File: src/rtl/btn_debounce_pkg.sv
// Shared definitions for the push-button conditioning logic: FSM state
// encodings, the 24 MHz tick default and a counter-width helper.
package btn_debounce_pkg;

    typedef enum logic [1:0] {
        ST_RELEASED     = 2'd0,
        ST_PRESS_WAIT   = 2'd1,
        ST_PRESSED      = 2'd2,
        ST_RELEASE_WAIT = 2'd3
    } state_t;

    // 1 ms debounce tick at the 24 MHz PLL clock.
    localparam int TICK_DIV_24MHZ = 24000;

    // Bits needed to hold values 0..max_val, never less than one.
    function automatic int cnt_width(input int max_val);
        return (max_val < 1) ? 1 : $clog2(max_val + 1);
    endfunction

endpackage

File: src/rtl/btn_debounce_sync2.sv
// Two-flop synchronizer for one asynchronous pin; the reset value is a
// parameter so idle-high and idle-low pins can share it.
module sync2 #(
    parameter logic RESET_VAL = 1'b1
) (
    input  logic clk,
    input  logic reset,
    input  logic d,
    output logic q
);

    logic meta;

    always_ff @(posedge clk) begin
        if (reset) begin
            meta <= RESET_VAL;
            q    <= RESET_VAL;
        end else begin
            // NOTE: non-blocking keeps this a true two-stage shift; blocking would collapse it to one flop.
            meta <= d;
            q    <= meta;
        end
    end

endmodule

File: src/rtl/btn_debounce.sv
// Push-button conditioner: synchronizes the active-low pin, debounces it on a
// prescaled tick and emits press, release and long-press pulses.
module btn_debounce
    import btn_debounce_pkg::*;
#(
    parameter int TICK_DIV       = TICK_DIV_24MHZ,
    parameter int DEBOUNCE_TICKS = 10,
    parameter int LONG_TICKS     = 1000
) (
    input  logic clk,
    input  logic reset,
    input  logic BTN_N,
    output logic btn_level,
    output logic btn_press,
    output logic btn_release,
    output logic btn_long
);

    localparam int DIV_W  = cnt_width(TICK_DIV - 1);
    localparam int DB_W   = cnt_width(DEBOUNCE_TICKS - 1);
    localparam int HOLD_W = cnt_width(LONG_TICKS);

    localparam logic [DIV_W-1:0]  DIV_LAST  = DIV_W'(TICK_DIV - 1);
    localparam logic [DB_W-1:0]   DB_LAST   = DB_W'(DEBOUNCE_TICKS - 1);
    localparam logic [HOLD_W-1:0] HOLD_MAX  = HOLD_W'(LONG_TICKS);
    localparam logic [HOLD_W-1:0] HOLD_LAST = HOLD_W'(LONG_TICKS - 1);

    logic              sync_out;
    logic              pressed_s;
    logic [DIV_W-1:0]  div_count;
    logic              tick;
    logic [DB_W-1:0]   db_count;
    logic [HOLD_W-1:0] hold_count;
    logic              long_done;
    logic              db_last;
    logic              releasing;
    logic              hold_step;
    state_t            state;

    sync2 #(.RESET_VAL(1'b1)) u_sync (
        .clk   (clk),
        .reset (reset),
        .d     (BTN_N),
        .q     (sync_out)
    );

    assign pressed_s = ~sync_out;

    // The hold counter advances on every tick of the held press, including
    // ticks seen during a release bounce, but not on the tick that accepts the release.
    always_comb begin
        db_last   = tick && (db_count == DB_LAST);
        releasing = (state == ST_RELEASE_WAIT) && !pressed_s && db_last;
        hold_step = tick && !releasing &&
                    ((state == ST_PRESSED) || (state == ST_RELEASE_WAIT));
    end

    always_ff @(posedge clk) begin
        if (reset) begin
            div_count   <= '0;
            tick        <= 1'b0;
            state       <= ST_RELEASED;
            db_count    <= '0;
            hold_count  <= '0;
            long_done   <= 1'b0;
            btn_level   <= 1'b0;
            btn_press   <= 1'b0;
            btn_release <= 1'b0;
            btn_long    <= 1'b0;
        end else begin
            btn_press   <= 1'b0;
            btn_release <= 1'b0;
            btn_long    <= 1'b0;

            if (div_count == DIV_LAST) begin
                div_count <= '0;
                tick      <= 1'b1;
            end else begin
                div_count <= div_count + 1'b1;
                tick      <= 1'b0;
            end

            // A pin change always beats a tick arriving in the same cycle.
            case (state)
                ST_RELEASED: begin
                    if (pressed_s) begin
                        state    <= ST_PRESS_WAIT;
                        db_count <= '0;
                    end
                end
                ST_PRESS_WAIT: begin
                    if (!pressed_s) begin
                        state <= ST_RELEASED;
                    end else if (db_last) begin
                        state      <= ST_PRESSED;
                        btn_press  <= 1'b1;
                        btn_level  <= 1'b1;
                        hold_count <= '0;
                    end else if (tick) begin
                        db_count <= db_count + 1'b1;
                    end
                end
                ST_PRESSED: begin
                    if (!pressed_s) begin
                        state    <= ST_RELEASE_WAIT;
                        db_count <= '0;
                    end
                end
                ST_RELEASE_WAIT: begin
                    if (pressed_s) begin
                        state <= ST_PRESSED;
                    end else if (db_last) begin
                        state       <= ST_RELEASED;
                        btn_release <= 1'b1;
                        btn_level   <= 1'b0;
                        long_done   <= 1'b0;
                    end else if (tick) begin
                        db_count <= db_count + 1'b1;
                    end
                end
                default: state <= ST_RELEASED;
            endcase

            if (hold_step && (hold_count != HOLD_MAX)) begin
                hold_count <= hold_count + 1'b1;
                if ((hold_count == HOLD_LAST) && !long_done) begin
                    btn_long  <= 1'b1;
                    long_done <= 1'b1;
                end
            end
        end
    end

endmodule

File: config.mk
export PLATFORM = sky130hd
export DESIGN_NAME = btn_debounce
export DESIGN_NICKNAME = d
export VERILOG_FILES = /design/src/rtl/btn_debounce_pkg.sv /design/src/rtl/btn_debounce_sync2.sv /design/src/rtl/btn_debounce.sv
export SDC_FILE = /design/constraint.sdc
export NUM_CORES = 1
export LEC_CHECK = 0
export CORE_UTILIZATION = 35
export DETAILED_ROUTE_END_ITERATION = 12
export MAX_ROUTING_LAYER = met4
export SLEW_MARGIN = 20
export SYNTH_ARGS = -nofsm -noshare
export SYNTH_HDL_FRONTEND = slang
export SYNTH_SLANG_ARGS = --single-unit
File: constraint.sdc
create_clock -name clk -period 2.11 [get_ports clk]
set_input_delay 0.3165 -clock clk [delete_from_list [all_inputs] [get_ports clk]]
set_output_delay 0.3165 -clock clk [all_outputs]
set_load 0.005 [all_outputs]
==> reports/qor.yml, run 1 <==
status:
  status: "completed"
timing:
  setup_violations: 0
  fin_crit_ns: 1.96
  period_share_pct: 92.8
  worst_pin_slew_ns: 0.624
  fmax_ghz: 0.511
  hold_violations: 0
  slew-limit-headroom_pct: 58.2
  grt_setup_unrepaired: "false"
  setup_tns_ns: 0
  finClkSkew_ns: 0.00371
  slew_viol_final: 0
logic_synthesis:
  synth_edf_count: 0
  ys_ff_latch: 39
  ys_warn_count: 0
  synth.distinct_cells: 45
  synth_flop_cell: "dfxtp_1"
  seq_area_frac_synth_pct: 43.8
  synth_most_common_cell: "dfxtp_1"
  synthTopCellsByArea: "dfxtp_1 (44%), nor2_1 (3.8%), ha_1 (3.5%), xnor2_1 (3.4%), a21oi_1 (2.5%)"
  synth_common_cells: "dfxtp_1 (39), nor2_1 (18), nand2_1 (12), a21oi_1 (9), nand3_1 (9)"
  syn_nets: 205
  synthArstFlopShare_pct: 0
  synth_area_um2: 1780
  yosysTopAreaCell: "dfxtp_1"
  netlist_instances: 197
  synth_top_cell_area_share_pct: 43.8
  syn_avg_cell_area_um2: 9.06
grt:
  grt_util_all_layers_pct: 14.8
  first_global_vias: 1260
  grt_pass1_wl_mm: 5.86
  grt_max_degree: 15
  antenna_found_initial: 0
  grt_overflow: 0
power_and_ir_drop:
  seqPwrFrac_pct: 58.4
  vdd_ir_drop_max_v: 0.000335
  p_leak_nw: 0.682
  power.internal_mw: 0.990
  pwr-share-comb_pct: 3.3
  power.switching_mw: 0.292
  p_sw_share_pct: 22.8
  p_total_mw: 1.28
  p_clk_share_pct: 38.3
  power.density_nw_per_um2: 634
worst_setup_path:
  arrival_ns: 2.14
  crit_chain: "inv_1 -> ha_1 -> and4b_1 -> a21o_1 -> o21a_2 -> a221o_1"
  worst_ep_required_time_ns: 2.29
  ff2ff_path_depth: 6
  path_class: "register to register"
  crit_fanout: 13
  cp_slowest_cell: "dfxtp_1"
  critPathLaunchType: "register"
  max_stage_delay_ns: 0.38
  endpoint_kind: "register"
cells_and_area:
  area_growth_pct: 13.3
  fillCellCount: 501
  multiInputGateArea_um2: 945
  diodes: 0
  design_area_um2: 2020
  layout-drive-gt1-share_pct: 11.0
  regArea_um2: 781
  layout.nets: 216
placed_design:
  place.gp.congestion: 0.798
  io_buffer_count: 6
  hpwl_mm: 2.41
  place_area_um2: 1940
die:
  dieWidth_um: 73.4
  core_um2: 4820
  initial_core_util_pct: 37.0
  rows: 25
  io_pins: 7
  die_h_um: 73.4
  dieArea_um2: 5390
clocking:
  htree_levels: 2
  root_buffer: "clkbuf_8"
  numClockSinks: 39
  cts-buffers-inserted: 5
  post_cts_resized: 0
  cts_setup_buffers: 0
  clk_pin_slew_worst_paths_ns: 0.07
  cts_hold_buf: 0
  clockBufferDepth: 2
  clock_latency_ns: 0.29
  cts_tree: "done"
drt:
  avgViaCountPerCell: 5.18
  drt_wl_total_mm: 3.42
  drt_iter0_drc: 110
  via_count: 1429
  first_pass_iters: 4
  wl_per_cell_um: 12.4
  ant_nets: 0
  remaining_drc_errors: 0
hold_path:
  hp-class: "register to register"
  whs_path_depth: 1
job:
  max_cap_viol_count: 0
==> registers in the layout (all words and copies together) (netlist names), named ones only <==
| register | count |
|---|---|
| btn_level | 1 |
| btn_long | 1 |
| btn_press | 1 |
| btn_release | 1 |
| db_count | 4 |
| div_count | 15 |
| hold_count | 10 |
| long_done | 1 |
| state | 1 |
| tick | 1 |
| u_sync.meta | 1 |
| u_sync.q | 1 |
==> per-stage QoR <==
| step | hold WS, ns | worst slack [ns] | util [%] | cells |
|---|---|---|---|---|
| floorplan | 0.389 | 0.334 | - | 197 |
| global placement | 0.392 | 0.223 | 40.2 | 268 |
| detailed placement | 0.408 | 0.175 | 40.2 | 268 |
| CTS | 0.429 | 0.150 | 42.0 | 276 |
| global route | 0.437 | 0.0560 | 42.0 | 276 |
| finish | 0.425 | 0.153 | 42.0 | 276 |
==> cells by family (layout without fill, tap and decap cells) <==
kind of cell | Yosys count | count (layout) | share of synthesized area [%]
and+or+nand+nor | 86 | 86 | 27.4
AOI/OAI and AO/OA | 40 | 40 | 16.0
DFF | 39 | 39 | 43.8
buffers and inverters | 15 | 27 | 3.30
xor gates and xnor gates | 11 | 11 | 5.40
adders and majority gates | 5 | 5 | 3.51
muxes | 1 | 1 | 0.631
==> cell type report <==
cell class | count | share of cell area, %
Inverter | 8 | 1.49
Tap cell | 67 | 4.15
Timing Repair Buffer | 11 | 4.83
Sequential cell | 39 | 38.6
Clock inverter | 2 | 0.619
Multi-Input combinational cell | 143 | 46.7
Clock buffer | 6 | 3.59
==> final timing paths <==
path                from            end  slack [ns]
max          db_count[1]  hold_count[2]        0.15
min          u_sync.meta       u_sync.q        0.43
max reg2reg  db_count[1]  hold_count[2]        0.15
min reg2reg  u_sync.meta       u_sync.q        0.43
==> per-layer routing <==
layer / track usage [%] / share of wire (%) / up-vias
li1: - / - / 752
met1: 19.0 / 51 / 652
met2: 21.1 / 44 / 20
met3: 5.08 / 3.9 / 5
met4: 6.20 / 1.5 / 0
met5: - / 0 / -
==> power groups by stage <==
| stage | registers (mW) | clock network, mW | logic, mW |
|---|---|---|---|
| 2_1_floorplan | 0.765 | 0 | 0.0266 |
| 3_3_place_gp | 0.766 | 0 | 0.0407 |
| 3_5_place_dp | 0.766 | 0 | 0.0413 |
| 4_1_cts | 0.749 | 0.513 | 0.0420 |
| 5_1_grt | 0.750 | 0.541 | 0.0465 |
| 6_report | 0.749 | 0.491 | 0.0420 |
==> worst max-delay path: cells and delay by family (launching register included) <==
| kind | cells | cell delay [ns] |
|---|---|---|
| AO/OA/AOI/OAI | 3 | 1.00 |
| flip-flops | 1 | 0.38 |
| adder cells (fa/ha/maj) | 1 | 0.20 |
| buffers and inverters | 1 | 0.06 |
| AND/OR/NAND/NOR | 1 | 0.22 |
==> layout by cell type, fill, tap and decap left out, types with 2 or more instances in the layout <==
cell	Yosys	layout
or3_1	3	3
nand4_1	6	6
nand3_1	9	9
or4_1	5	5
xnor2_1	7	7
a21oi_1	9	9
and2_1	3	3
inv_1	8	8
nor2_1	18	18
and3_1	5	5
a21o_1	3	3
xor2_1	4	4
o31ai_1	3	3
a221o_1	4	4
nand2_1	12	12
a2111oi_0	2	2
nor3_1	4	4
buf_4	0	5
a21boi_0	2	2
ha_1	5	5
clkdlybuf4s50_1	0	6
nor4_1	7	7
o311ai_1	2	2
or2_2	3	3
o21ai_0	6	6
dfxtp_1	39	39
clkbuf_8	0	5
a31o_2	2	2
nand2b_1	3	3
Note: power is estimated with default switching activity, not from simulation.
==> inputs of run 2 (changes only) <==
HOLD_SLACK_MARGIN = 0.15   (was not set)
REMOVE_ABC_BUFFERS = 1   (was not set)
==> run 2 against run 1 <==
Compared with the run above:
- critical path depth did not move
- critical endpoint unchanged
- largest power group unchanged
- global-route usage fell by 0.91 points
- via count fell by 0.35%
- wire length fell by 8.0%
- combinational power fell by 3%
- non-clock buffer count did not move
- sequential power barely moved
- count of clock-buffer cells in the layout did not move
- register-to-register slack barely moved
==> reports/qor.yml, run 2 (same netlist as run 1, synthesis figures left out) <==
die:
  core_um2: 4820  # unchanged
  rows: 25  # unchanged
  die_h_um: 73.4  # unchanged
  dieWidth_um: 73.4  # unchanged
  io_pins: 7  # unchanged
  dieArea_um2: 5390  # unchanged
  initial_core_util_pct: 37.0  # unchanged
cells_and_area:
  layout_commonest_cell: "dfxtp_1"
  fillCellCount: 491  # -2.0%
  final_cell_mix: "dfxtp_1 (39), nor2_1 (18), nand2_1 (12), nand3_1 (9), a21oi_1 (9)"
  layout.nets: 216  # unchanged
  regArea_um2: 781  # unchanged
  fin_cells: 274  # -0.72%
  largest_reg_flops: 15  # unchanged
  diodes: 0  # unchanged
  layout-drive-gt1-share_pct: 10.1  # -0.86 points
  multiInputGateArea_um2: 945  # unchanged
  largest-register: "div_count"
  reg_top3: "div_count (15), hold_count (10), db_count (4)"
  area_growth_pct: 12.6
timing:
  finClkSkew_ns: 0.00662  # +0.00291 ns
  fmax_ghz: 0.513  # +0.30%
  slew_viol_final: 0  # unchanged
  setup_tns_ns: 0  # unchanged
  hold_violations: 0  # unchanged
  grt_setup_unrepaired: "false"
  worst_pin_slew_ns: 0.542  # -0.0828 ns
  slew-limit-headroom_pct: 63.8  # +5.5 points
  period_share_pct: 92.5  # -0.28 points
  setup_violations: 0  # unchanged
  fin_crit_ns: 1.95  # -0.00591 ns
power_and_ir_drop:
  seqPwrFrac_pct: 60.5  # +2.1 points
  p_leak_nw: 0.676  # -0.88%
  power.internal_mw: 0.981  # -0.98%
  pwr-share-comb_pct: 3.3  # about the same
  vdd_ir_drop_max_v: 0.000274  # -18%
  power.switching_mw: 0.258  # -12%
  p_clk_share_pct: 36.2  # -2.1 points
  power.density_nw_per_um2: 616  # -2.8%
  p_sw_share_pct: 20.8  # -1.9 points
status:
  status: "completed"
clocking:
  clockBufferDepth: 2  # unchanged
  cts-buffers-inserted: 5  # unchanged
  cts_tree: "done"
  post_cts_resized: 0  # unchanged
  clock_latency_ns: 0.28  # about the same
  clk_pin_slew_worst_paths_ns: 0.06  # about the same
  numClockSinks: 39  # unchanged
  cts_setup_buffers: 0  # unchanged
  root_buffer: "clkbuf_8"
  cts_hold_buf: 0  # unchanged
  htree_levels: 2  # unchanged
worst_setup_path:
  ff2ff_path_depth: 6  # unchanged
  worst_ep_required_time_ns: 2.28  # about the same
  arrival_ns: 2.12  # -0.02 ns
  endpoint_kind: "register"
  critPathLaunchType: "register"
  path_class: "register to register"
  crit_fanout: 9  # -4
drt:
  via_count: 1424  # -0.35%
  remaining_drc_errors: 0  # unchanged
  wl_per_cell_um: 11.5  # -7.3%
  ant_nets: 0  # unchanged
  drt_wl_total_mm: 3.15  # -8.0%
  drt_iter0_drc: 64  # -42%
  avgViaCountPerCell: 5.20  # +0.38%
  first_pass_iters: 4  # unchanged
hold_path:
  whs_path_depth: 1  # unchanged
  hp-class: "register to register"
grt:
  antenna_found_initial: 0  # unchanged
  grt_max_degree: 15  # unchanged
  grt_util_all_layers_pct: 13.9  # -0.91 points
  first_global_vias: 1231  # -2.3%
  grt_overflow: 0  # unchanged
  grt_pass1_wl_mm: 5.54  # -5.4%
job:
  max_cap_viol_count: 0  # unchanged
placed_design:
  dp.cells: 268  # unchanged
  place.gp.congestion: 0.771  # -3.3%
  hpwl_mm: 2.26  # -6.0%
  io_buffer_count: 6  # unchanged
==> run 2: changes by cell type in the layout (fill, tap and decap cells not counted) <==
cell	before	now
clkinvlp_4	1	0
clkinv_2	1	0
==> run 2: cell type report <==
type                       instances  area share, %
inverter                           8           1.49
sequential                        39           38.9
tap                               67           4.17
timing repair buffer              11           4.86
clock buffer                       6           3.61
multi-input combinational        143           47.0
==> run 2: power by group through the flow <==
stage | Clock, mW | Sequential [mW] | Combinational, mW
4_1_cts | 0.474 | 0.749 | 0.0415
5_1_grt | 0.511 | 0.750 | 0.0465
3_5_place_dp | 0 | 0.766 | 0.0414
2_1_floorplan | 0 | 0.765 | 0.0219
6_report | 0.449 | 0.749 | 0.0406
3_3_place_gp | 0 | 0.766 | 0.0417
==> run 2: routing by layer <==
metal	track usage (%)	vias to the layer above	wire length [um]	share of wire [%]
li1	-	739	-	-
met5	-	-	0	0
met4	5.13	0	28	0.89
met3	4.53	4	117	3.7
met1	16.7	660	1550	49
met2	21.6	21	1450	46
==> run 2: final timing paths <==
check	slack, ns	to	from
worst min-delay path	0.41	u_sync.q	u_sync.meta
worst min register to register	0.41	u_sync.q	u_sync.meta
worst max register to register	0.16	hold_count[2]	db_count[1]
worst max-delay path	0.16	hold_count[2]	db_count[1]
==> run 2: critical path, stage by stage, from the launching register on <==
cell and delay (ns):
dfxtp_1 0.37, inv_1 0.06, ha_1 0.18, and4b_1 0.28, a21o_1 0.30, o21a_2 0.29
a221o_1 0.36
==> run 2: metrics by stage <==
stage                     utilization, %  cell area (um2)  hold WS [ns]  setup WS, ns  total power, mW
after detailed placement            40.2             1940         0.395         0.157            0.808
after global routing                41.7             2010         0.429        0.0532             1.31
after global placement              40.2             1940         0.394         0.222            0.807
after CTS                           41.7             2010         0.412         0.156             1.27
final                               41.7             2010         0.410         0.159             1.24
after floorplan                        -             1760         0.386         0.280            0.787
==> inputs of run 3 (changes only) <==
clock period = 1.8 ns   (was 2.11 ns; I/O delays follow)
==> run 3 against run 2 <==
Compared with the run above:
- combinational power is 34% higher
- hold slack better by 0.0090 ns
- die area stayed put
- count of clock-buffer cells in the layout is 1 lower
- worst setup slack worse by 0.069 ns
- final area is 7.2% higher
- via count is 4.6% higher
- final cell count is 4.7% higher
- global-route usage is 1.0 points higher
- first-iteration DRC count is 28% higher
- non-clock buffer count is 11 higher
- highest routed layer unchanged
- clock skew is 0.0024 ns higher
==> reports/qor.yml, run 3 (same netlist as run 1, synthesis figures left out) <==
die:
  dieArea_um2: 5390  # unchanged
  dieWidth_um: 73.4  # unchanged
  initial_core_util_pct: 37.0  # unchanged
  rows: 25  # unchanged
  io_pins: 7  # unchanged
  core_um2: 4820  # unchanged
  die_h_um: 73.4  # unchanged
cells_and_area:
  fillCellCount: 497  # +1.2%
  area_growth_pct: 20.8
  diodes: 0  # unchanged
  regArea_um2: 782  # +0.16%
  layout.nets: 227  # +5.1%
  reg_top3: "div_count (15), hold_count (10), db_count (4)"
  largest_reg_flops: 15  # unchanged
  largest-register: "div_count"
  design_area_um2: 2150  # +7.2%
  final_util_pct: 44.7  # +3.0 points
  final_cell_mix: "dfxtp_1 (38), nor2_1 (18), buf_4 (16), nand2_1 (12)"
  multiInputGateArea_um2: 966  # +2.3%
  fin_cells: 287  # +4.7%
  layout-drive-gt1-share_pct: 17.3  # +7.1 points
  layout_commonest_cell: "dfxtp_1"
timing:
  period_share_pct: 95.0  # +2.5 points
  fin_hold_ws_ns: 0.419  # +0.00902 ns
  grt_setup_unrepaired: "false"
  setup_tns_ns: 0  # unchanged
  slew_viol_final: 0  # unchanged
  worst_slack_ns: 0.0897  # -0.0691 ns
  hold_violations: 0  # unchanged
  setup_violations: 0  # unchanged
  fmax_ghz: 0.585  # +14%
  fin_crit_ns: 1.71  # -0.241 ns
  finClkSkew_ns: 0.00902  # +0.00240 ns
  worst_pin_slew_ns: 0.576  # +0.0346 ns
  slew-limit-headroom_pct: 61.5  # -2.3 points
grt:
  antenna_found_initial: 0  # unchanged
  first_global_vias: 1379  # +12%
  grt_overflow: 0  # unchanged
  grt_util_all_layers_pct: 14.9  # +1.0 points
  grt_max_degree: 15  # unchanged
  grt_pass1_wl_mm: 6.04  # +9.1%
worst_setup_path:
  max_stage_delay_ns: 0.34  # -0.03 ns
  path_buf_inv: 1  # unchanged
  path_class: "register to register"
  critical_path.top_delay_family: "compound AO/OA/AOI/OAI gates"
  endpoint_kind: "register"
  worst_ep_required_time_ns: 1.98  # -0.30 ns
  ff2ff_path_depth: 6  # unchanged
  crit_fanout: 7  # -2
  cp_slowest_cell: "a221o_1"
  crit_chain: "inv_1 -> ha_1 -> and4b_1 -> a21o_1 -> o21a_4 -> a221o_1"
  arrival_ns: 1.89  # -0.23 ns
  critical_path_depth: 6  # unchanged
  critPathLaunchType: "register"
drt:
  remaining_drc_errors: 0  # unchanged
  drt_wl_total_mm: 3.41  # +8.3%
  avgViaCountPerCell: 5.19  # -0.17%
  wl_per_cell_um: 11.9  # +3.4%
  first_pass_iters: 4  # unchanged
  ant_nets: 0  # unchanged
  drt_iter0_drc: 82  # +28%
  via_count: 1489  # +4.6%
placed_design:
  dp.cells: 278  # +3.7%
  place.gp.congestion: 0.801  # +3.8%
  hpwl_mm: 2.42  # +7.0%
  post-place-ws_ns: 0.0425  # -0.115 ns
  io_buffer_count: 6  # unchanged
  place_area_um2: 2010  # +3.9%
power_and_ir_drop:
  vdd_ir_drop_max_v: 0.000350  # +28%
  power.density_nw_per_um2: 772  # +25%
  p_leak_nw: 0.755  # +12%
  p_total_mw: 1.66  # +34%
clocking:
  cts_tree: "done"
  clk_pin_slew_worst_paths_ns: 0.08  # +0.02 ns
  root_buffer: "clkbuf_8"
  cts_hold_buf: 0  # unchanged
  numClockSinks: 39  # unchanged
  clockBufferDepth: 2  # unchanged
  htree_levels: 2  # unchanged
  clock_latency_ns: 0.29  # about the same
  cts-buffers-inserted: 5  # unchanged
status:
  status: "completed"
job:
  max_cap_viol_count: 0  # unchanged
hold_path:
  whs_path_depth: 1  # unchanged
  hp-class: "register to register"
-- run 3: power by group --
part	switching, mW	internal, mW
Combinational	0.0300	0.0244
Clock	0.317	0.413
Sequential	0.00732	0.870
Total	0.355	1.31
-- run 3: final cells by class --
class	count	share of cell area (%)
Multi-Input combinational cell	143	44.8
Sequential cell	39	36.3
Timing Repair Buffer	22	8.36
Tap cell	67	3.89
Clock buffer	5	3.19
Clock inverter	3	2.03
Inverter	8	1.39
-- run 3: per-layer routing --
layer  global-route usage [%]  vias to the layer above  wire length, um
li1                         -                      765                -
met1                     18.6                      695             1730
met2                     22.9                       25             1520
met3                     4.53                        4              124
met4                     5.13                        0               40
met5                        -                        -                0
-- run 3: worst paths after layout --
kind / endpoint / start / slack (ns)
setup reg to reg: hold_count[2] / db_count[1] / 0.09
hold reg to reg: u_sync.q / u_sync.meta / 0.42
setup / recovery: hold_count[2] / db_count[1] / 0.09
hold / removal: u_sync.q / u_sync.meta / 0.42
-- run 3: repair_timing --
action	4_1_cts	5_1_grt
resized for setup	0	5
hold endpoints to repair	0	0
setup endpoints to repair	0	11
buffers inserted	0	1
